==> config.mk <==
export PLATFORM = sky130hd
export DESIGN_NAME = instruction_encode_flat
export DESIGN_NICKNAME = d
export VERILOG_FILES = /design/src/rtl/rv32i_pkg.sv /design/src/rtl/instruction_encode_if.sv /design/src/rtl/instruction_encode_immediate.sv /design/src/rtl/instruction_encode.sv /design/src/flat_wrapper.sv
export SDC_FILE = /design/constraint.sdc
export NUM_CORES = 1
export LEC_CHECK = 0
export CORE_MARGIN = 2
export CORE_UTILIZATION = 49
export DETAILED_ROUTE_END_ITERATION = 8
export PLACE_DENSITY = 0.83
export SYNTH_ARGS = -nofsm -noshare
export SYNTH_HDL_FRONTEND = slang
export SYNTH_HIERARCHICAL = 1
export SYNTH_SLANG_ARGS = --single-unit
==> constraint.sdc <==
create_clock -name clk -period 2.6 [get_ports clk]
set_clock_uncertainty 0.2 [all_clocks]
set_input_delay 0.52 -clock clk [delete_from_list [all_inputs] [get_ports clk]]
set_output_delay 0.52 -clock clk [all_outputs]
set_load 0.01 [all_outputs]
==> src/rtl/rv32i_pkg.sv <==
// RV32I encoding constants and format descriptors shared by the encoder and decoder.
package rv32i_pkg;

  localparam logic [6:0] R_TYPE      = 7'b0110011;
  localparam logic [6:0] I_TYPE_ALU  = 7'b0010011;
  localparam logic [6:0] I_TYPE_LOAD = 7'b0000011;
  localparam logic [6:0] I_TYPE_JALR = 7'b1100111;
  localparam logic [6:0] S_TYPE      = 7'b0100011;
  localparam logic [6:0] B_TYPE      = 7'b1100011;
  localparam logic [6:0] JAL         = 7'b1101111;
  localparam logic [6:0] LUI         = 7'b0110111;
  localparam logic [6:0] AUIPC       = 7'b0010111;

  typedef enum logic [3:0] {
    FMT_R, FMT_I_ALU, FMT_I_LOAD, FMT_I_JALR, FMT_S, FMT_B, FMT_JAL, FMT_LUI, FMT_AUIPC
  } instr_fmt_t;

  localparam logic [2:0] F3_BEQ  = 3'b000, F3_BNE  = 3'b001, F3_BLT  = 3'b100;
  localparam logic [2:0] F3_BGE  = 3'b101, F3_BLTU = 3'b110, F3_BGEU = 3'b111;
  localparam logic [2:0] F3_LB   = 3'b000, F3_LH   = 3'b001, F3_LW   = 3'b010;
  localparam logic [2:0] F3_LBU  = 3'b100, F3_LHU  = 3'b101;
  localparam logic [2:0] F3_SB   = 3'b000, F3_SH   = 3'b001, F3_SW   = 3'b010;
  localparam logic [2:0] F3_SLLI = 3'b001, F3_SRXI = 3'b101;

  // Which register/funct3 fields a format carries, plus its opcode.
  typedef struct packed {
    logic [6:0] opcode;
    logic       has_rd;
    logic       has_funct3;
    logic       has_rs1;
    logic       has_rs2;
  } fmt_fields_t;

  function automatic fmt_fields_t fmt_fields(instr_fmt_t fmt);
    fmt_fields_t f;
    f = '0;
    case (fmt)
      FMT_R:      f = '{R_TYPE,      1'b1, 1'b1, 1'b1, 1'b1};
      FMT_I_ALU:  f = '{I_TYPE_ALU,  1'b1, 1'b1, 1'b1, 1'b0};
      FMT_I_LOAD: f = '{I_TYPE_LOAD, 1'b1, 1'b1, 1'b1, 1'b0};
      FMT_I_JALR: f = '{I_TYPE_JALR, 1'b1, 1'b1, 1'b1, 1'b0};
      FMT_S:      f = '{S_TYPE,      1'b0, 1'b1, 1'b1, 1'b1};
      FMT_B:      f = '{B_TYPE,      1'b0, 1'b1, 1'b1, 1'b1};
      FMT_JAL:    f = '{JAL,         1'b1, 1'b0, 1'b0, 1'b0};
      FMT_LUI:    f = '{LUI,         1'b1, 1'b0, 1'b0, 1'b0};
      FMT_AUIPC:  f = '{AUIPC,       1'b1, 1'b0, 1'b0, 1'b0};
      default:    f = '0;
    endcase
    return f;
  endfunction

endpackage

==> src/rtl/instruction_encode_if.sv <==
// Field-bundle input channel and encoded-word output channel of the instruction encoder.
interface instruction_encode_if import rv32i_pkg::*; #(parameter int XLEN = 32);

  logic             in_valid;
  logic             in_ready;
  instr_fmt_t       fmt;
  logic [2:0]       funct3;
  logic             alt;
  logic [4:0]       rd;
  logic [4:0]       rs1;
  logic [4:0]       rs2;
  logic [XLEN-1:0]  imm;

  logic             out_valid;
  logic             out_ready;
  logic [XLEN-1:0]  out_addr;
  logic [31:0]      out_word;

  modport master (
    output in_valid, fmt, funct3, alt, rd, rs1, rs2, imm, out_ready,
    input  in_ready, out_valid, out_addr, out_word
  );

  modport slave (
    input  in_valid, fmt, funct3, alt, rd, rs1, rs2, imm, out_ready,
    output in_ready, out_valid, out_addr, out_word
  );

endinterface

==> src/rtl/instruction_encode_immediate.sv <==
// Places the immediate (and funct7 alt bit) into RV32I word positions and flags
// bundles whose immediate, funct3 or format cannot be encoded.
module immediate_encode import rv32i_pkg::*; #(
  parameter int XLEN = 32
) (
  input  instr_fmt_t       fmt,
  input  logic [2:0]       funct3,
  input  logic             alt,
  input  logic [XLEN-1:0]  imm,
  output logic [31:0]      imm_bits,
  output logic             illegal
);

  localparam logic signed [XLEN-1:0] I_MIN = XLEN'(-2048);
  localparam logic signed [XLEN-1:0] I_MAX = XLEN'(2047);
  localparam logic signed [XLEN-1:0] B_MIN = XLEN'(-4096);
  localparam logic signed [XLEN-1:0] B_MAX = XLEN'(4094);
  localparam logic signed [XLEN-1:0] J_MIN = XLEN'(-1048576);
  localparam logic signed [XLEN-1:0] J_MAX = XLEN'(1048574);

  logic signed [XLEN-1:0] simm;
  logic fits_i, fits_b, fits_j, shamt_ok, load_f3_ok;

  assign simm       = $signed(imm);
  assign fits_i     = (simm >= I_MIN) && (simm <= I_MAX);
  assign fits_b     = (simm >= B_MIN) && (simm <= B_MAX) && !imm[0];
  assign fits_j     = (simm >= J_MIN) && (simm <= J_MAX) && !imm[0];
  assign shamt_ok   = (imm[XLEN-1:5] == '0);
  assign load_f3_ok = funct3 inside {F3_LB, F3_LH, F3_LW, F3_LBU, F3_LHU};

  // NOTE: both outputs get a default before the case so no path leaves them unassigned (no latch).
  always_comb begin
    imm_bits = '0;
    illegal  = 1'b0;
    case (fmt)
      FMT_R: imm_bits[30] = alt;
      FMT_I_ALU: begin
        if (funct3 == F3_SLLI || funct3 == F3_SRXI) begin
          imm_bits[24:20] = imm[4:0];
          imm_bits[30]    = (funct3 == F3_SRXI) && alt;
          illegal         = !shamt_ok || (funct3 == F3_SLLI && alt);
        end else begin
          imm_bits[31:20] = imm[11:0];
          illegal         = !fits_i;
        end
      end
      FMT_I_LOAD: begin
        imm_bits[31:20] = imm[11:0];
        illegal         = !fits_i || !load_f3_ok;
      end
      FMT_I_JALR: begin
        imm_bits[31:20] = imm[11:0];
        illegal         = !fits_i;
      end
      FMT_S: begin
        imm_bits[31:25] = imm[11:5];
        imm_bits[11:7]  = imm[4:0];
        illegal         = !fits_i || !(funct3 inside {F3_SB, F3_SH, F3_SW});
      end
      FMT_B: begin
        imm_bits[31]    = imm[12];
        imm_bits[30:25] = imm[10:5];
        imm_bits[11:8]  = imm[4:1];
        imm_bits[7]     = imm[11];
        illegal         = !fits_b ||
                          !(funct3 inside {F3_BEQ, F3_BNE, F3_BLT, F3_BGE, F3_BLTU, F3_BGEU});
      end
      FMT_JAL: begin
        imm_bits[31]    = imm[20];
        imm_bits[30:21] = imm[10:1];
        imm_bits[20]    = imm[11];
        imm_bits[19:12] = imm[19:12];
        illegal         = !fits_j;
      end
      FMT_LUI, FMT_AUIPC: begin
        imm_bits[31:12] = imm[31:12];
        illegal         = (imm[11:0] != '0);
      end
      default: illegal = 1'b1;
    endcase
  end

endmodule

==> src/rtl/instruction_encode.sv <==
// RV32I instruction encoder: accepts field bundles, emits packed words with
// sequential instruction-memory addresses through a single output register.
module instruction_encode import rv32i_pkg::*; #(
  parameter int              XLEN      = 32,
  parameter logic [XLEN-1:0] BASE_ADDR = '0,
  parameter int              DEPTH     = 1024
) (
  input  logic                 clk,
  input  logic                 reset_n,
  input  logic                 clear,
  instruction_encode_if.slave  bus,
  output logic                 full,
  output logic                 error
);

  localparam int CNT_W = $clog2(DEPTH + 1);

  if (BASE_ADDR[1:0] != 2'b00) begin : g_bad_base
    $error("BASE_ADDR must be 4-byte aligned");
  end

  logic [CNT_W-1:0] count;
  logic             out_valid_q;
  logic [31:0]      out_word_q;
  logic [XLEN-1:0]  out_addr_q;
  logic             error_q;
  logic [31:0]      imm_bits;
  logic [31:0]      word;
  logic             illegal;
  logic             accept;
  logic             out_fire;
  fmt_fields_t      fields;

  immediate_encode #(.XLEN(XLEN)) u_imm (
    .fmt      (bus.fmt),
    .funct3   (bus.funct3),
    .alt      (bus.alt),
    .imm      (bus.imm),
    .imm_bits (imm_bits),
    .illegal  (illegal)
  );

  always_comb begin
    fields = fmt_fields(bus.fmt);
    word   = imm_bits;
    word[6:0] = fields.opcode;
    if (fields.has_rd)     word[11:7]  = bus.rd;
    if (fields.has_funct3) word[14:12] = bus.funct3;
    if (fields.has_rs1)    word[19:15] = bus.rs1;
    if (fields.has_rs2)    word[24:20] = bus.rs2;
  end

  assign full         = (count == CNT_W'(DEPTH));
  assign bus.in_ready = reset_n && !clear && !full && (!out_valid_q || bus.out_ready);
  assign accept       = bus.in_valid && bus.in_ready;
  assign out_fire     = out_valid_q && bus.out_ready;

  // out_addr_q always holds the address of the current (or next) word, so it
  // advances on every output handshake and a new word simply inherits it.
  // NOTE: state registers use non-blocking assignments so every flop samples pre-edge values.
  always_ff @(posedge clk or negedge reset_n) begin
    if (!reset_n) begin
      out_valid_q <= 1'b0;
      out_word_q  <= '0;
      out_addr_q  <= BASE_ADDR;
      count       <= '0;
      error_q     <= 1'b0;
    end else if (clear) begin
      out_valid_q <= 1'b0;
      out_addr_q  <= BASE_ADDR;
      count       <= '0;
      error_q     <= 1'b0;
    end else begin
      if (out_fire) begin
        out_valid_q <= 1'b0;
        out_addr_q  <= out_addr_q + XLEN'(4);
      end
      if (accept && !illegal) begin
        out_valid_q <= 1'b1;
        out_word_q  <= word;
        count       <= count + 1'b1;
      end
      if (accept && illegal) begin
        error_q <= 1'b1;
      end
    end
  end

  assign bus.out_valid = out_valid_q;
  assign bus.out_word  = out_word_q;
  assign bus.out_addr  = out_addr_q;
  assign error         = error_q;

endmodule

==> src/flat_wrapper.sv <==
// flat-port wrapper written by rule: the top's interface ports become plain ports
module instruction_encode_flat import rv32i_pkg::*;
#(
  parameter int              XLEN      = 32,
  parameter logic [XLEN-1:0] BASE_ADDR = '0,
  parameter int              DEPTH     = 1024
)
  (clk, reset_n, clear, full, error, bus_in_valid, bus_fmt, bus_funct3, bus_alt, bus_rd, bus_rs1, bus_rs2, bus_imm, bus_out_ready, bus_in_ready, bus_out_valid, bus_out_addr, bus_out_word);
  instruction_encode_if #(.XLEN(XLEN)) bus_i ();
  input  logic clk;
  input  logic reset_n;
  input  logic clear;
  output logic full;
  output logic error;
  input wire logic [$bits(bus_i.in_valid)-1:0] bus_in_valid;
  input wire logic [$bits(bus_i.fmt)-1:0] bus_fmt;
  input wire logic [$bits(bus_i.funct3)-1:0] bus_funct3;
  input wire logic [$bits(bus_i.alt)-1:0] bus_alt;
  input wire logic [$bits(bus_i.rd)-1:0] bus_rd;
  input wire logic [$bits(bus_i.rs1)-1:0] bus_rs1;
  input wire logic [$bits(bus_i.rs2)-1:0] bus_rs2;
  input wire logic [$bits(bus_i.imm)-1:0] bus_imm;
  input wire logic [$bits(bus_i.out_ready)-1:0] bus_out_ready;
  output wire logic [$bits(bus_i.in_ready)-1:0] bus_in_ready;
  output wire logic [$bits(bus_i.out_valid)-1:0] bus_out_valid;
  output wire logic [$bits(bus_i.out_addr)-1:0] bus_out_addr;
  output wire logic [$bits(bus_i.out_word)-1:0] bus_out_word;
  assign bus_i.in_valid = bus_in_valid;
  assign bus_i.fmt = bus_fmt;
  assign bus_i.funct3 = bus_funct3;
  assign bus_i.alt = bus_alt;
  assign bus_i.rd = bus_rd;
  assign bus_i.rs1 = bus_rs1;
  assign bus_i.rs2 = bus_rs2;
  assign bus_i.imm = bus_imm;
  assign bus_i.out_ready = bus_out_ready;
  assign bus_in_ready = bus_i.in_ready;
  assign bus_out_valid = bus_i.out_valid;
  assign bus_out_addr = bus_i.out_addr;
  assign bus_out_word = bus_i.out_word;
  instruction_encode #(.XLEN(XLEN), .BASE_ADDR(BASE_ADDR), .DEPTH(DEPTH)) u_core (.clk(clk), .reset_n(reset_n), .clear(clear), .bus(bus_i), .full(full), .error(error));
endmodule
==> results.json <==
{
  "run_status": "finished with violations",
  "violations": "negative setup slack",
  "final.fill_count": 587,
  "finalCritPeriodShare_pct": 123.4,
  "crit_chain": "clkdlybuf4s15_1 > nor4_1 > and3_2 > nand2_4 > nor4b_4 > o32ai_2 > a311o_1 > nor2b_2 > nand4b_1 > nor2_4 > buf_6 > buf_12 > buf_16 > mux2_4",
  "grt_start_max_net_pins": 37,
  "placedInstanceArea_um2": 6531,
  "detailedPlacementHpwl_mm": 10.70,
  "synthesis_warning_total": 6,
  "timing.critical_path.arrival_ns": 3.25,
  "mapped_avg_cell_area_um2": 9.289,
  "num_vias": 5003,
  "grt_pass1_vias": 4777,
  "critical_path_class": "input pin to flop",
  "placementRows": 35,
  "worstSkewPairLatency_ns": 0.35,
  "postLayoutSetupSlackWorst_ns": -0.6074,
  "static-leakage-power_nw": 3.009,
  "fin_util_pct": 78.22,
  "tightest_slew_ns": 0.5145,
  "grt_overflow_total": 0,
  "dieArea_um2": 10270,
  "grt_antenna_before_repair": 0,
  "syn_inst": 500,
  "worstPathMaxFanout": 7,
  "cell_with_the_largest_stage_delay_on_the_worst_path": "sky130_fd_sc_hd__nor4_1",
  "power.density_cell_area_nw_per_um2": 453.3,
  "setup.worst_path.start_class": "input pin",
  "critical-path-max-stage-delay_ns": 0.32,
  "finish.instance_area_um2": 7193,
  "power.total_mw": 3.261,
  "die_w_um": 101.4,
  "cts_inserted_buffers": 9,
  "report.final.slew_viol_count": 0,
  "syn_to_final_growth_pct": 54.88,
  "num_antenna_cells": 0,
  "worst_setup_path_end_kind": "flop",
  "period_minus_slack_ns": 3.207,
  "layout.nets": 766,
  "grt_util_all_layers_pct": 30.64,
  "wl_per_cell_um": 19.38,
  "vdd_ir_drop_max_uv": 375.8,
  "io_pins": 128,
  "number_of_routed_nets_with_antenna_violations": 0,
  "initial_core_util_pct": 50.50,
  "hold_path.class": "flop to flop",
  "maxCapViolations": 0,
  "via_per_inst": 6.131,
  "clockRootBuffer": "sky130_fd_sc_hd__clkbuf_8",
  "detailedRoute.firstIterationViolations": 406,
  "worst_setup_hold_path_clk_slew_ns": 0.08,
  "tritoncts_num_sinks": 74,
  "h-tree-depth": 3,
  "drt-total-wl_mm": 15.81,
  "global_route_wire_length_before_repair_mm": 24.54,
  "max_freq_mhz": 311.8,
  "cts_tree": "yes",
  "drc": 0,
  "rsz0062_at_grt": "true",
  "fin_tns_setup_ns": -22.31,
  "hold_viol": 0,
  "ctsLongestPathBuffers": 2,
  "gp_congestion": 1.000,
  "fp.dieH_um": 101.4,
  "most-common-layout-cells": "89 x sky130_fd_sc_hd__clkdlybuf4s50_1, 79 x sky130_fd_sc_hd__buf_4, 73 x sky130_fd_sc_hd__dfrtp_1",
  "final_layout_size_suffix_gt1_share_pct": 29.08,
  "layout_commonest_cell": "sky130_fd_sc_hd__clkdlybuf4s50_1",
  "slew_headroom_pct": 65.70,
  "port_buffers": 125,
  "finalSetupViolations": 43,
  "worst-endpoint-required_ns": 2.64,
  "synthesis.area_um2": 4644,
  "placeableCoreArea_um2": 9196,
  "drt-pass1-iter-count": 5
}
[path summary, 6_finish.rpt]
kind / from / to / slack (ns) / cells past startpoint
worst min-delay path: u_core/bus.out_word[21] / u_core/bus.out_word[21] / 0.31 / 1
min in group asynchronous: reset_n / u_core/bus.out_word[31] / 0.52 / 3
worst max-delay path: bus_imm[31] / u_core/bus.out_word[12] / -0.61 / 14
max in group asynchronous: reset_n / u_core/count[8] / 0.95 / 4
worst max register to register: u_core/count[1] / u_core/count[5] / 0.08 / 12
worst min register to register: u_core/bus.out_word[21] / u_core/bus.out_word[21] / 0.31 / 1
[flip-flops by register name, summed over array words and instances, names as in the netlist]
| name | cells |
|---|---|
| u_core/bus.out_word | 31 |
| u_core/bus.out_addr | 30 |
| u_core/count | 11 |
| u_core/error | 1 |
| u_core/bus.out_valid | 1 |
[routing by layer]
layer / wire, um / track usage (%)
met5: 0 / 0
met4: 566 / 12.16
met3: 1114 / 4.900
met2: 7827 / 51.55
met1: 6305 / 39.64
[where the power goes]
| group | switching (mW) | internal [mW] |
|---|---|---|
| combinational | 0.363 | 0.533 |
| clock | 0.454 | 0.574 |
| sequential | 0.0735 | 1.26 |
[worst max-delay path: cells and delay by family]
family,cells,cell delay (ns)
compound gates,2,0.43
buf+inv,4,0.57
mux,1,0.31
simple gates,7,1.41
[per-stage QoR]
step / instances / worst slack (ns) / hold WS, ns
global placement: 787 / -1.182 / 0.2888
CTS: 815 / -0.5158 / 0.3131
global route: 816 / -0.6318 / 0.3297
detailed placement: 787 / -1.316 / 0.2956
finish: 816 / -0.6074 / 0.3083
floorplan: 501 / -0.7472 / 0.02441
[layout make-up]
type / count / area, um2 / area share (%)
clock buffers: 11 / 141.4 / 1.966
flip-flops and latches: 74 / 1853 / 25.76
inverters: 15 / 56.30 / 0.7827
repair buffers: 217 / 2019 / 28.07
multi-input cells: 383 / 2898 / 40.29
well taps: 111 / 138.9 / 1.931
clock inverters: 5 / 86.33 / 1.200
[timing repair]
item,4_1_cts,5_1_grt
buffers inserted,11,2
endpoints found under the setup margin,46,44
gates cloned,2,1
hold endpoints to repair,11,0
resized for setup,109,32
pin swaps,22,11
hold buffers,1,0
No activity file was read; power rests on OpenSTA's default activity.
